[config.mk]
export PLATFORM = sky130hd
export DESIGN_NAME = stopwatch_ctrl
export DESIGN_NICKNAME = d
export VERILOG_FILES = /design/src/rtl/stopwatch_ctrl.sv
export SDC_FILE = /design/constraint.sdc
export NUM_CORES = 1
export LEC_CHECK = 0
export CORE_ASPECT_RATIO = 1.25
export CORE_MARGIN = 2
export CORE_UTILIZATION = 50
export DETAILED_ROUTE_END_ITERATION = 16
export GPL_ROUTABILITY_DRIVEN = 0
export GPL_TIMING_DRIVEN = 0
export PLACE_DENSITY = 0.72
export RECOVER_POWER = 50
export SLEW_MARGIN = 20
export SYNTH_ARGS = -nofsm -noshare
export SYNTH_HDL_FRONTEND = slang
export SYNTH_SLANG_ARGS = --single-unit
[constraint.sdc]
create_clock -name clk -period 2.39 [get_ports clk]
set_clock_uncertainty 0.15 [all_clocks]
set_input_delay 0.5975 -clock clk [delete_from_list [all_inputs] [get_ports clk]]
set_output_delay 0.5975 -clock clk [all_outputs]
set_load 0.1 [all_outputs]
[src/rtl/stopwatch_ctrl.sv]
// Stopwatch FSM, 1 s prescaler and MM:SS BCD counter with lap freeze.
// In: clk, reset_n, start_stop, lap_reset. Out: display_bcd, running, lap_active, wrap.
module stopwatch_ctrl #(
  parameter int CLK_DIV  = 100000000,
  parameter int DIV_BITS = 27
) (
  input  logic        clk,
  input  logic        reset_n,
  input  logic        start_stop,
  input  logic        lap_reset,
  output logic [15:0] display_bcd,
  output logic        running,
  output logic        lap_active,
  output logic        wrap
);

  typedef enum logic [1:0] {
    IDLE  = 2'd0,
    RUN   = 2'd1,
    PAUSE = 2'd2,
    LAP   = 2'd3
  } state_t;

  localparam logic [DIV_BITS-1:0] LAST =
    DIV_BITS'(CLK_DIV - 1);

  state_t state, state_nxt;

  logic [DIV_BITS-1:0] presc;
  logic [3:0] so, st, mo, mt;
  logic [15:0] lap_q;
  logic [15:0] live;

  logic cnt_en, tick, clr, cap;
  logic c0, c1, c2, c3;

  assign live   = {mt, mo, st, so};
  assign cnt_en = (state == RUN) || (state == LAP);
  assign tick   = cnt_en && (presc == LAST);

  assign c0 = tick && (so == 4'd9);
  assign c1 = c0 && (st == 4'd5);
  assign c2 = c1 && (mo == 4'd9);
  assign c3 = c2 && (mt == 4'd5);

  always_comb begin
    state_nxt = state;
    clr       = 1'b0;
    cap       = 1'b0;
    unique case (state)
      IDLE: begin
        if (start_stop) state_nxt = RUN;
      end
      RUN: begin
        if (start_stop) begin
          state_nxt = PAUSE;
        end else if (lap_reset) begin
          state_nxt = LAP;
          cap       = 1'b1;
        end
      end
      LAP: begin
        if (start_stop)     state_nxt = PAUSE;
        else if (lap_reset) state_nxt = RUN;
      end
      PAUSE: begin
        if (start_stop) begin
          state_nxt = RUN;
        end else if (lap_reset) begin
          state_nxt = IDLE;
          clr       = 1'b1;
        end
      end
      default: state_nxt = IDLE;
    endcase
  end

  always_ff @(posedge clk or negedge reset_n) begin
    if (!reset_n) begin
      state <= IDLE;
      presc <= '0;
      so    <= '0;
      st    <= '0;
      mo    <= '0;
      mt    <= '0;
      lap_q <= '0;
      wrap  <= 1'b0;
    end else begin
      state <= state_nxt;
      wrap  <= c3;
      if (cap) lap_q <= live;
      if (clr) begin
        presc <= '0;
        so    <= '0;
        st    <= '0;
        mo    <= '0;
        mt    <= '0;
      end else if (cnt_en) begin
        // Phase is kept across PAUSE, so only RUN/LAP move it.
        presc <= tick ? '0 : presc + 1'b1;
        if (tick) so <= c0 ? 4'd0 : so + 4'd1;
        if (c0)   st <= c1 ? 4'd0 : st + 4'd1;
        if (c1)   mo <= c2 ? 4'd0 : mo + 4'd1;
        if (c2)   mt <= c3 ? 4'd0 : mt + 4'd1;
      end
    end
  end

  assign running     = cnt_en;
  assign lap_active  = (state == LAP);
  assign display_bcd = lap_active ? lap_q : live;

endmodule

* Word level (Yosys, flattened, before mapping)
Cells that the tools add are included.
** Storage, ports and cells
- Flip-flop bits (word level) :: 62
- Input port bits :: 4
- Output and inout bits :: 19
- Word-level logic and storage cells :: 74
** Operators by class
- $add $sub $neg :: 5
- Equality and inequality tests :: 12
- Muxes and demuxes :: 32
- Reduce and logical (&&, ||, !) cells :: 17
** Operator list (count)
- 27-bit two-way mux :: 3
- 4-bit two-way mux :: 16
- 27-bit by 1-bit adder with 27-bit output (second input constant) :: 1
- 27-bit equality test (second input constant) :: 1
- 4-bit by 1-bit adder with 4-bit output (second input constant) :: 4
- 16-bit two-way mux :: 1
- 2-bit two-way mux :: 7
- 2-bit nonzero test :: 5
- 3-bit != test (second input constant) :: 3
- 4-bit by 3-bit equality test with 1-bit output (second input constant) :: 2
- 4-bit equality test (second input constant) :: 2
- 2-bit case mux with 4 select lines :: 1
- 2-bit AND reduction :: 4
- 1-bit logical AND :: 5
- 2-bit equality test (second input constant) :: 2
- 1-bit two-way mux :: 4
- 4-bit AND reduction :: 1
- 2-bit by 1-bit equality test with 1-bit output (second input constant) :: 1
- 2-bit logical NOT :: 1
- 2-bit != test (second input constant) :: 1
- 1-bit logical OR :: 1

* Depth between registers and ports, before layout
Gate-level depths: netlist of run 1.
- Word-level depth :: 11
- Depth in mapped cells :: 9
- Mapped depth without buffers :: 7

* Worst setup path before layout of run 1
Ideal clock, no wire load.
- Path type :: reg-to-output
- Start :: register state[0]
- End :: output port display_bcd[13]
- Arrival time :: 3.784 ns
- Data required time :: 1.642 ns
- Path slack :: -2.142 ns
- Stages on the path, launching flop included :: 5
- Buffers on the path :: 1
- Cell sequence :: dfrtp_1 > buf_4 > nand2_1 > clkinv_1 > o21ai_0
** On the way
- Cells in the longest elaborated chain, start to end :: 2
** Ends and longest elaborated chain
- start: declaration :: RTL line 27 : state_t state, state_nxt;
- start signal: assignment :: RTL line 89 : state <= state_nxt;
- 2-bit equality test :: RTL line 110 : assign lap_active = (state == LAP);
- named net lap_active :: RTL line 13 : output logic lap_active,
- 16-bit two-way mux :: RTL line 111 : assign display_bcd = lap_active ? lap_q : live;
- end: declaration :: RTL line 11 : output logic [15:0] display_bcd,
The timed path passes the listed nets, and every way through them passes these cells.

* Final worst setup path of run 1
- Start :: register state[0]
- End :: output port display_bcd[11]
** On the way
- Cells in the longest elaborated chain, start to end :: 2
** Ends and longest elaborated chain (RTL line)
- 2-bit equality test :: 110
- 16-bit two-way mux :: 111
Every way passes these cells.

==> metrics.yaml, run 1 <==
max_freq_mhz: 424
floorplan.initialDensity_pct: 51.7
antenna_found_initial: 0
stdcell_area_sq_um: 4340
cts.sinks: 62
routed_wl_um: 8100
vias: 2754
yosysSeqAreaShare_pct: 45.5
ctsHtreeMaxLevel: 3
maxCapViolCount: 0
syn_area_sq_um: 3410
worst_pin_slew_ns: 0.950
synth-seq-cells: 62
num_io_pins: 23
rsz0062_at_grt: "yes"
synth.distinct_cells: 50
final-seq-area_sq_um: 1560
ant_nets: 0
dpl.hpwl_um: 5190
power.density_nw_per_um2: 1110
fin_nets: 399
synthArstFlopShare_pct: 100
cts_tree: "yes"
area_delta_synth_final_pct: 27.1
first_pass_iters: 4
setup_viol: 0
hold-worst-slack_ns: 0.355
synth.most_common_cell: "dfrtp_1"
placed_cells_incl_taps: 446
finalHoldViolations: 0
period_share_pct: 98.6
grt_pass1_wl_um: 13300
io_buffers: 22
synth.net_count: 349
hold_path_class: "reg -> reg"
die_w_um: 77.9
die_h_um: 96.4
first_iter_violations: 227
slew_headroom_pct: 36.9
p_total_mw: 4.80
clockBufferDepth: 2
drv_slew: 0
crit_fanout: 5
detail_route.wl_per_cell_um: 17.0
rows: 33
yosys_warnings: 0
syn_area_per_cell_sq_um: 10.2
ys.flop_type: "dfrtp_1"
overflow: 0
viasPerCell: 5.77
netlist.area_leader.share_pct: 45.5
numCtsBuffers: 9
slowest_delay_ns: 0.37
worstPathCellList: "buf_6 > nand2_8 > buf_8 > mux2_2 > buf_12"
critPathRequiredTime_ns: 1.64
clkTransAtPathRegs_ns: 0.07
grt_pass1_vias: 2719
final_cells: 477
drc: 0
criticalPathCategory: "reg -> out"
ir_worst_vdd_v: 0.000792
synth_common_cells: "62 x dfrtp_1, 32 x nand2_1, 32 x nor2_1"
core_sq_um: 6610
grt_max_degree: 42
end_kind: "primary output"
status: "complete, no violations"
p_leak_nw: 2.02
die-area_sq_um: 7510
cts_root_buf: "clkbuf_8"
multi_input_area_sq_um: 1910
tns_ns: 0
fin_crit_ns: 2.36
synthTopCellsByArea: "dfrtp_1 45%, mux2_2 9.2%, xor2_1 4.6%"
synth_enable_flop_cells: 0
arrival_ns: 1.61
worstSetupStartpointType: "flop"
placed_cell_area_sq_um: 3810
slowest_stage: "dfrtp_1"
num_antenna_cells: 0
fill_cells: 540
drive_above_1_share_pct: 30.5
netlist_instances: 336
grt_usage_pct: 22.8
clock_latency_ns: 0.34
yosysTopAreaCell: "dfrtp_1"
==> where the power goes <==
group / internal, mW / switching [mW] / total, mW
combinational: 0.780 / 1.53 / 2.31
sequential: 1.27 / 0.250 / 1.52
clock: 0.559 / 0.405 / 0.965
==> final timing paths <==
| check | endpoint | depth (start not counted) | start | slack, ns |
|---|---|---|---|---|
| max in group asynchronous | so[1]$_DFFE_PN0P_ | 3 | reset_n | 1.04 |
| setup reg to reg | mo[2]$_DFFE_PN0P_ | 9 | so[1]$_DFFE_PN0P_ | 0.04 |
| setup / recovery | display_bcd[11] | 5 | state[0]$_DFFE_PN0P_ | 0.03 |
| min in group asynchronous | lap_q[1]$_DFFE_PN0P_ | 2 | reset_n | 0.53 |
| hold / removal | lap_q[2]$_DFFE_PN0P_ | 1 | lap_q[2]$_DFFE_PN0P_ | 0.35 |
| hold reg to reg | lap_q[2]$_DFFE_PN0P_ | 1 | lap_q[2]$_DFFE_PN0P_ | 0.35 |
==> placed cells by master (no fill, tap or decap), drive strengths merged, types with 3 or more instances in the layout <==
| master | count |
|---|---|
| buf | 42 |
| and3 | 9 |
| nand2b | 4 |
| dfrtp | 62 |
| nand4 | 13 |
| a21oi | 9 |
| or4 | 4 |
| inv | 8 |
| nor2 | 32 |
| ha | 9 |
| nand3 | 17 |
| nor3b | 3 |
| nor4 | 3 |
| nor3 | 9 |
| nand2 | 32 |
| xnor2 | 4 |
| xor2 | 18 |
| and4 | 6 |
| mux2 | 28 |
| nor4b | 4 |
| o21ai | 13 |
| o211ai | 3 |
| or3 | 6 |
| mux2i | 6 |
| clkbuf | 18 |
==> worst max-delay path: cells and delay by family (launching register included) <==
family	cells	cell delay [ns]
muxes	1	0.36
buffers and inverters	3	0.43
and+or+nand+nor	1	0.10
DFF	1	0.37
==> cell type report <==
class	instances	share of cell area (%)
plain buffers	14	2.45
well taps	87	2.51
flip-flops and latches	62	35.8
clock buffers	12	3.81
multi-input cells	251	44.0
clock inverters	3	0.980
repair buffers	39	9.54
inverters	9	0.894
==> metal layers <==
layer | up-vias | part of all wire (%) | GRT usage, %
met5 | - | 0 | 0
met4 | 0 | 3.2 | 12.7
met3 | 18 | 3.1 | 3.90
met2 | 55 | 53 | 39.7
met1 | 1384 | 41 | 26.9
li1 | 1297 | - | -
==> what timing repair did <==
| action | 4_1_cts | 5_1_grt |
|---|---|---|
| cloned | 1 | 0 |
| buffers inserted | 5 | 9 |
| hold endpoints to repair | 21 | 0 |
| pin swaps | 1 | 3 |
| endpoints found under the setup margin | 56 | 54 |
| resized for setup | 134 | 30 |
| hold buffers | 1 | 0 |
==> cells by family after synthesis <==
| logic type | after synthesis | synth area share (%) |
|---|---|---|
| AND/OR/NAND/NOR | 151 | 25.1 |
| flip-flops | 62 | 45.5 |
| AO/OA/AOI/OAI | 35 | 6.27 |
| multiplexers | 34 | 11.0 |
| buffers and inverters | 23 | 3.19 |
| XOR/XNOR | 22 | 5.65 |
| adder cells (fa/ha/maj) | 9 | 3.30 |
==> per-stage QoR <==
| stage | worst slack (ns) | util, % |
|---|---|---|
| 2_1_floorplan | 0.0344 | - |
| 3_3_place_gp | -1.51 | 57.4 |
| 3_5_place_dp | -1.06 | 57.7 |
| 4_1_cts | 0.00699 | 63.3 |
| 5_1_grt | -0.0650 | 65.7 |
| 6_report | 0.0326 | 65.7 |
==> state kept, by name (all words and copies together), names as in the netlist <==
name and flops:
wrap 1, mt 4, presc 27, so 4, lap_q 16, state 2
st 4, mo 4
Note: power is estimated with default switching activity, not from simulation.
==> inputs of run 2 (changes only) <==
==> constraint.sdc (replaced) <==
create_clock -name clk -period 2.39 [get_ports clk]
set_clock_uncertainty 0.15 [all_clocks]
set_input_delay 0.478 -clock clk [delete_from_list [all_inputs] [get_ports clk]]
set_output_delay 0.478 -clock clk [all_outputs]
set_load 0.1 [all_outputs]
==> run 2 against run 1 <==
Compared with the run above: non-clock buffer count down 7; cell area down 2.8%; global-route usage down 0.74 points; setup slack better by 0.015 ns; combinational power down 6%; register-to-register slack about the same; critical path depth up 4; final cell count down 1.5%; highest routed layer unchanged.
==> metrics.yaml, run 2 (same netlist as run 1, synthesis figures left out) <==
critPathRequiredTime_ns: 2.51  # was 1.64 ns
max_freq_mhz: 427  # was 424 MHz
grt_max_degree: 42  # unchanged
crit_fanout: 9  # was 5
stdcell_area_sq_um: 4220  # was 4340 sq um
cts_root_buf: "clkbuf_8"  # unchanged
maxCapViolCount: 0  # unchanged
use_met2_pct: 38.8  # was 39.7%
final_cells: 470  # was 477
mostFrequentLayoutCell: "dfrtp_1"  # unchanged
use_met3_pct: 3.72  # was 3.90%
placed_cell_area_sq_um: 3810  # unchanged
ant_nets: 0  # unchanged
busiest_layer: "met2"  # unchanged
routed_wl_um: 7790  # was 8100 um
clock_latency_ns: 0.34  # about the same
top_regs: "presc x27, lap_q x16"  # unchanged
status: "complete, no violations"  # unchanged
final_cell_mix: "59 x dfrtp_1, 31 x nand2_1, 31 x nor2_1"  # was 59 x dfrtp_1, 32 x nor2_1, 31 x nand2_1
criticalPathCategory: "reg -> reg"  # was reg -> out
hold_path_class: "in -> reg"  # was reg -> reg
power.density_nw_per_um2: 1100  # was 1110 nW/um^2
drc: 0  # unchanged
worstSetupStartpointType: "flop"  # unchanged
clockBufferDepth: 2  # unchanged
grt_pass1_wl_um: 12900  # was 13,300 um
cts.sinks: 62  # unchanged
io_buffers: 22  # unchanged
num_antenna_cells: 0  # unchanged
antenna_found_initial: 0  # unchanged
slew_headroom_pct: 22.0  # was 36.9%
ir_worst_vdd_v: 0.000780  # was 0.000792 V
grt_usage_pct: 22.0  # was 22.8%
ctsHtreeMaxLevel: 3  # unchanged
drv_slew: 0  # unchanged
overflow: 0  # unchanged
min_path_cells: 2  # was 1
grt_pass1_vias: 2651  # was 2,719
largest_reg_flops: 27  # unchanged
tns_ns: 0  # unchanged
area_delta_synth_final_pct: 23.6  # was 27.1%
use_met1_pct: 26.2  # was 26.9%
regMostFlops: "presc"  # unchanged
placed_cells_incl_taps: 446  # unchanged
rows: 33  # unchanged
arrival_ns: 2.46  # was 1.61 ns
first_pass_iters: 4  # unchanged
setup_viol: 0  # unchanged
worst_pin_slew_ns: 1.17  # was 0.950 ns
dpl.hpwl_um: 5190  # unchanged
r2r_cells: 9  # unchanged
cts_tree: "yes"  # unchanged
end_kind: "flop"  # was primary output
vias: 2678  # was 2,754
clkTransAtPathRegs_ns: 0.07  # about the same
drive_above_1_share_pct: 29.0  # was 30.5%
die-area_sq_um: 7510  # unchanged
fin_nets: 392  # was 399
die_w_um: 77.9  # unchanged
fin_crit_ns: 2.34  # was 2.36 ns
detail_route.wl_per_cell_um: 16.6  # was 17.0 um
period_share_pct: 98.0  # was 98.6%
core_sq_um: 6610  # unchanged
num_io_pins: 23  # unchanged
viasPerCell: 5.70  # was 5.77
first_iter_violations: 165  # was 227
finalHoldViolations: 0  # unchanged
p_leak_nw: 1.94  # was 2.02 nW
rrSetupSlack_ns: 0.05  # was 0.04 ns
p_total_mw: 4.65  # was 4.80 mW
floorplan.initialDensity_pct: 51.7  # unchanged
die_h_um: 96.4  # unchanged
numCtsBuffers: 9  # unchanged
[run 2: worst max-delay path: stages, from the launching register on]
cell and delay, ns:
dfrtp_2 0.43, inv_2 0.09, ha_1 0.13, and3b_1 0.16, clkbuf_4 0.18, and4b_1 0.22
buf_6 0.15, nand4_4 0.15, or4_4 0.45, a21oi_2 0.16
[run 2: final timing paths]
check	end	startpoint
setup reg to reg	mo[2]$_DFFE_PN0P_	so[1]$_DFFE_PN0P_
hold / removal	state[0]$_DFFE_PN0P_	start_stop
hold reg to reg	lap_q[2]$_DFFE_PN0P_	lap_q[2]$_DFFE_PN0P_
max in group asynchronous	presc[17]$_DFFE_PN0P_	reset_n
setup / recovery	mo[2]$_DFFE_PN0P_	so[1]$_DFFE_PN0P_
min in group asynchronous	lap_q[1]$_DFFE_PN0P_	reset_n
[run 2: power by group]
group          switching (mW)  internal [mW]  total (mW)  leakage, nW
clock                   0.405          0.559       0.964        0.104
sequential              0.248           1.27        1.52        0.819
combinational            1.50          0.677        2.17         1.02
total                    2.15           2.50        4.65         1.94
[run 2: layout make-up]
cell class,instances,area (sq um)
Tap cell,87,109
Sequential cell,62,1560
Clock buffer,12,165
Fill cell,562,2390
Inverter,9,38.8
Clock inverter,3,42.5
Multi-Input combinational cell,251,1900
Buffer,14,100
Timing Repair Buffer,32,309
[run 2: per-stage QoR]
stage / setup WS [ns] / utilization, % / hold slack (ns)
CTS: 0.00699 / 61.7 / 0.361
global placement: -1.39 / 57.4 / 0.335
finish: 0.0472 / 63.9 / 0.331
floorplan: 0.154 / - / 0.0324
detailed placement: -0.939 / 57.7 / 0.238
global route: -0.0610 / 63.9 / 0.341
[run 2: routing by layer]
metal,routed length (um),vias up
met3,224,12
met1,3230,1339
li1,-,1283
met5,0,-
met2,4190,44
met4,150,0
[run 2: repair_timing]
item / CTS / global route
setup endpoints to repair: 45 / 60
pin swaps: 0 / 6
gates resized for setup: 118 / 29
hold buffers: 1 / 0
buffers inserted: 3 / 4
endpoints found under the hold margin: 21 / 0
cloned: 0 / 1
==> inputs of run 3 (changes only) <==
--- a/config.mk
+++ b/config.mk
@@ -10,7 +10,6 @@
 export CORE_UTILIZATION = 50
 export DETAILED_ROUTE_END_ITERATION = 16
 export GPL_ROUTABILITY_DRIVEN = 0
-export GPL_TIMING_DRIVEN = 0
 export PLACE_DENSITY = 0.72
 export RECOVER_POWER = 50
 export SLEW_MARGIN = 20
==> run 3 against run 2 <==
Compared with the run above: power rose by 8.8%; critical path depth fell by 4; die area did not move; first-iteration DRC count rose by 0.61%; non-clock buffer count rose by 8; sequential share of layout area fell by 1.5 points; setup slack got worse by 0.035 ns; largest power group unchanged.
==> metrics.yaml, run 3 (same netlist as run 1, synthesis figures left out) <==
hold-worst-slack_ns: 0.355  # was 0.331 ns
crit_fanout: 8  # was 9
numCtsBuffers: 9  # unchanged
first_iter_violations: 166  # was 165
die_h_um: 96.4  # unchanged
finalHoldViolations: 0  # unchanged
rsz0062_at_grt: "yes"
criticalPathCategory: "reg -> out"  # was reg -> reg
worst_slack_ns: 0.0121  # was 0.0472 ns
fin_nets: 400  # was 392
slowest_stage: "dfrtp_1"  # was or4_4
first_pass_iters: 4  # unchanged
top_regs: "presc x27, lap_q x16"  # unchanged
worstSetupStartpointType: "flop"  # unchanged
core_sq_um: 6610  # unchanged
preCtsSetupSlack_ns: 0.0186  # was -0.939 ns
vias: 2681  # was 2,678
fin_crit_ns: 2.38  # was 2.34 ns
ctsHtreeMaxLevel: 3  # unchanged
slew_headroom_pct: 43.5  # was 22.0%
setup_viol: 0  # unchanged
dpl.hpwl_um: 5410  # was 5190 um
worst_pin_slew_ns: 0.848  # was 1.17 ns
maxCapViolCount: 0  # unchanged
largest_reg_flops: 27  # unchanged
floorplan.initialDensity_pct: 51.7  # unchanged
pwr-share-seq_pct: 29.3  # was 32.6%
cts_root_buf: "clkbuf_8"  # unchanged
end_kind: "primary output"  # was flop
antenna_found_initial: 0  # unchanged
arrival_ns: 1.75  # was 2.46 ns
cts.sinks: 62  # unchanged
overflow: 0  # unchanged
grt_usage_pct: 22.2  # was 22.0%
clockBufferDepth: 2  # unchanged
grt_pass1_vias: 2767  # was 2,651
p_leak_nw: 2.04  # was 1.94 nW
drive_above_1_share_pct: 27.8  # was 29.0%
slowest_delay_ns: 0.39  # was 0.45 ns
rows: 33  # unchanged
status: "complete, no violations"  # unchanged
power.density_nw_per_um2: 1150  # was 1100 nW/um^2
viasPerCell: 5.60  # was 5.70
regMostFlops: "presc"  # unchanged
num_io_pins: 23  # unchanged
area_delta_synth_final_pct: 28.6  # was 23.6%
critPathRequiredTime_ns: 1.76  # was 2.51 ns
clock_latency_ns: 0.34  # about the same
ant_nets: 0  # unchanged
num_antenna_cells: 0  # unchanged
ir_worst_vdd_v: 0.000971  # was 0.000780 V
final_cell_mix: "62 x dfrtp_1, 32 x nor2_1, 31 x nand2_1"  # was 59 x dfrtp_1, 31 x nand2_1, 31 x nor2_1
stdcell_area_sq_um: 4390  # was 4220 sq um
die-area_sq_um: 7510  # unchanged
swShare_pct: 43.4  # was 46.2%
p_comb_share_pct: 50.2  # was 46.7%
p_sw_mw: 2.20  # was 2.15 mW
period_share_pct: 99.5  # was 98.0%
io_buffers: 22  # unchanged
drv_slew: 0  # unchanged
drc: 0  # unchanged
p_total_mw: 5.06  # was 4.65 mW
routed_wl_um: 7650  # was 7790 um
fill_cells: 495  # was 562
die_w_um: 77.9  # unchanged
hold_path_class: "reg -> reg"  # was in -> reg
detail_route.wl_per_cell_um: 16.0  # was 16.6 um
final_cells: 479  # was 470
mostFrequentLayoutCell: "dfrtp_1"  # unchanged
worstPathCellList: "buf_6 > nand2_4 > bufbuf_16 > mux2_2 > buf_12"  # was inv_2 > ha_1 > and3b_1 > clkbuf_4 > and4b_1 > buf_6 > nand4_4 > or4_4 > a21oi_2
grt_pass1_wl_um: 13000  # was 12,900 um
placed_cell_area_sq_um: 4130  # was 3810 sq um
cts_tree: "yes"  # unchanged
placed_cells_incl_taps: 460  # was 446
grt_max_degree: 35  # was 42
intPower_mw: 2.87  # was 2.50 mW
clkTransAtPathRegs_ns: 0.07  # about the same
max_freq_mhz: 421  # was 427 MHz
clockPowerShare_pct: 20.4  # was 20.7%
==> run 3: final cells by class <==
class	instances	area (sq um)	share of cell area [%]
Timing Repair Buffer	54	657	15.0
Multi-Input combinational cell	251	1810	41.2
Inverter	9	38.8	0.884
Tap cell	87	109	2.48
Clock inverter	6	85.1	1.94
Clock buffer	10	138	3.14
Sequential cell	62	1550	35.4
==> run 3: power groups by stage <==
| stage | registers, mW | logic (mW) | clock network [mW] |
|---|---|---|---|
| floorplan | 1.44 | 1.63 | 0 |
| global placement | 1.48 | 2.39 | 0 |
| detailed placement | 1.50 | 2.45 | 0 |
| CTS | 1.48 | 2.57 | 1.05 |
| global route | 1.52 | 2.67 | 1.09 |
| finish | 1.49 | 2.54 | 1.03 |
==> run 3: what timing repair did <==
item / 4_1_cts / 5_1_grt
hold endpoints to repair: 10 / 0
hold buffers: 1 / 0
endpoints found under the setup margin: 16 / 8
cloned: 1 / 0
buffers inserted: 1 / 0
gates resized for setup: 5 / 3
==> run 3: worst paths after layout <==
kind,from,cells past startpoint,endpoint,slack [ns]
setup / recovery,state[0]$_DFFE_PN0P_,5,display_bcd[3],0.01
hold / removal,lap_q[10]$_DFFE_PN0P_,1,lap_q[10]$_DFFE_PN0P_,0.36
setup reg to reg,presc[19]$_DFFE_PN0P_,5,st[3]$_DFFE_PN0P_,0.08
hold reg to reg,lap_q[10]$_DFFE_PN0P_,1,lap_q[10]$_DFFE_PN0P_,0.36
max in group asynchronous,reset_n,3,presc[10]$_DFFE_PN0P_,0.31
min in group asynchronous,reset_n,2,lap_q[3]$_DFFE_PN0P_,0.52
==> run 3: worst max-delay path: cells and delay by family, from the launching register on <==
kind / cells / cell delay, ns
buffers and inverters: 3 / 0.58
flip-flops: 1 / 0.39
multiplexers: 1 / 0.36
AND/OR/NAND/NOR: 1 / 0.07
==> run 3: per-stage QoR <==
stage	util [%]	setup TNS, ns
2_1_floorplan	-	0
3_3_place_gp	62.6	0
3_5_place_dp	62.6	0
4_1_cts	67.0	0
5_1_grt	66.4	-0.120
6_report	66.4	0
==> run 3: layer usage <==
layer	share of wire [%]	GRT usage, %	up-vias	wire length [um]
li1	-	-	1300	-
met1	42	26.1	1310	3240
met2	52	40.0	54	4000
met3	3.6	5.02	17	278
met4	1.7	8.33	0	131
met5	0	0	-	0
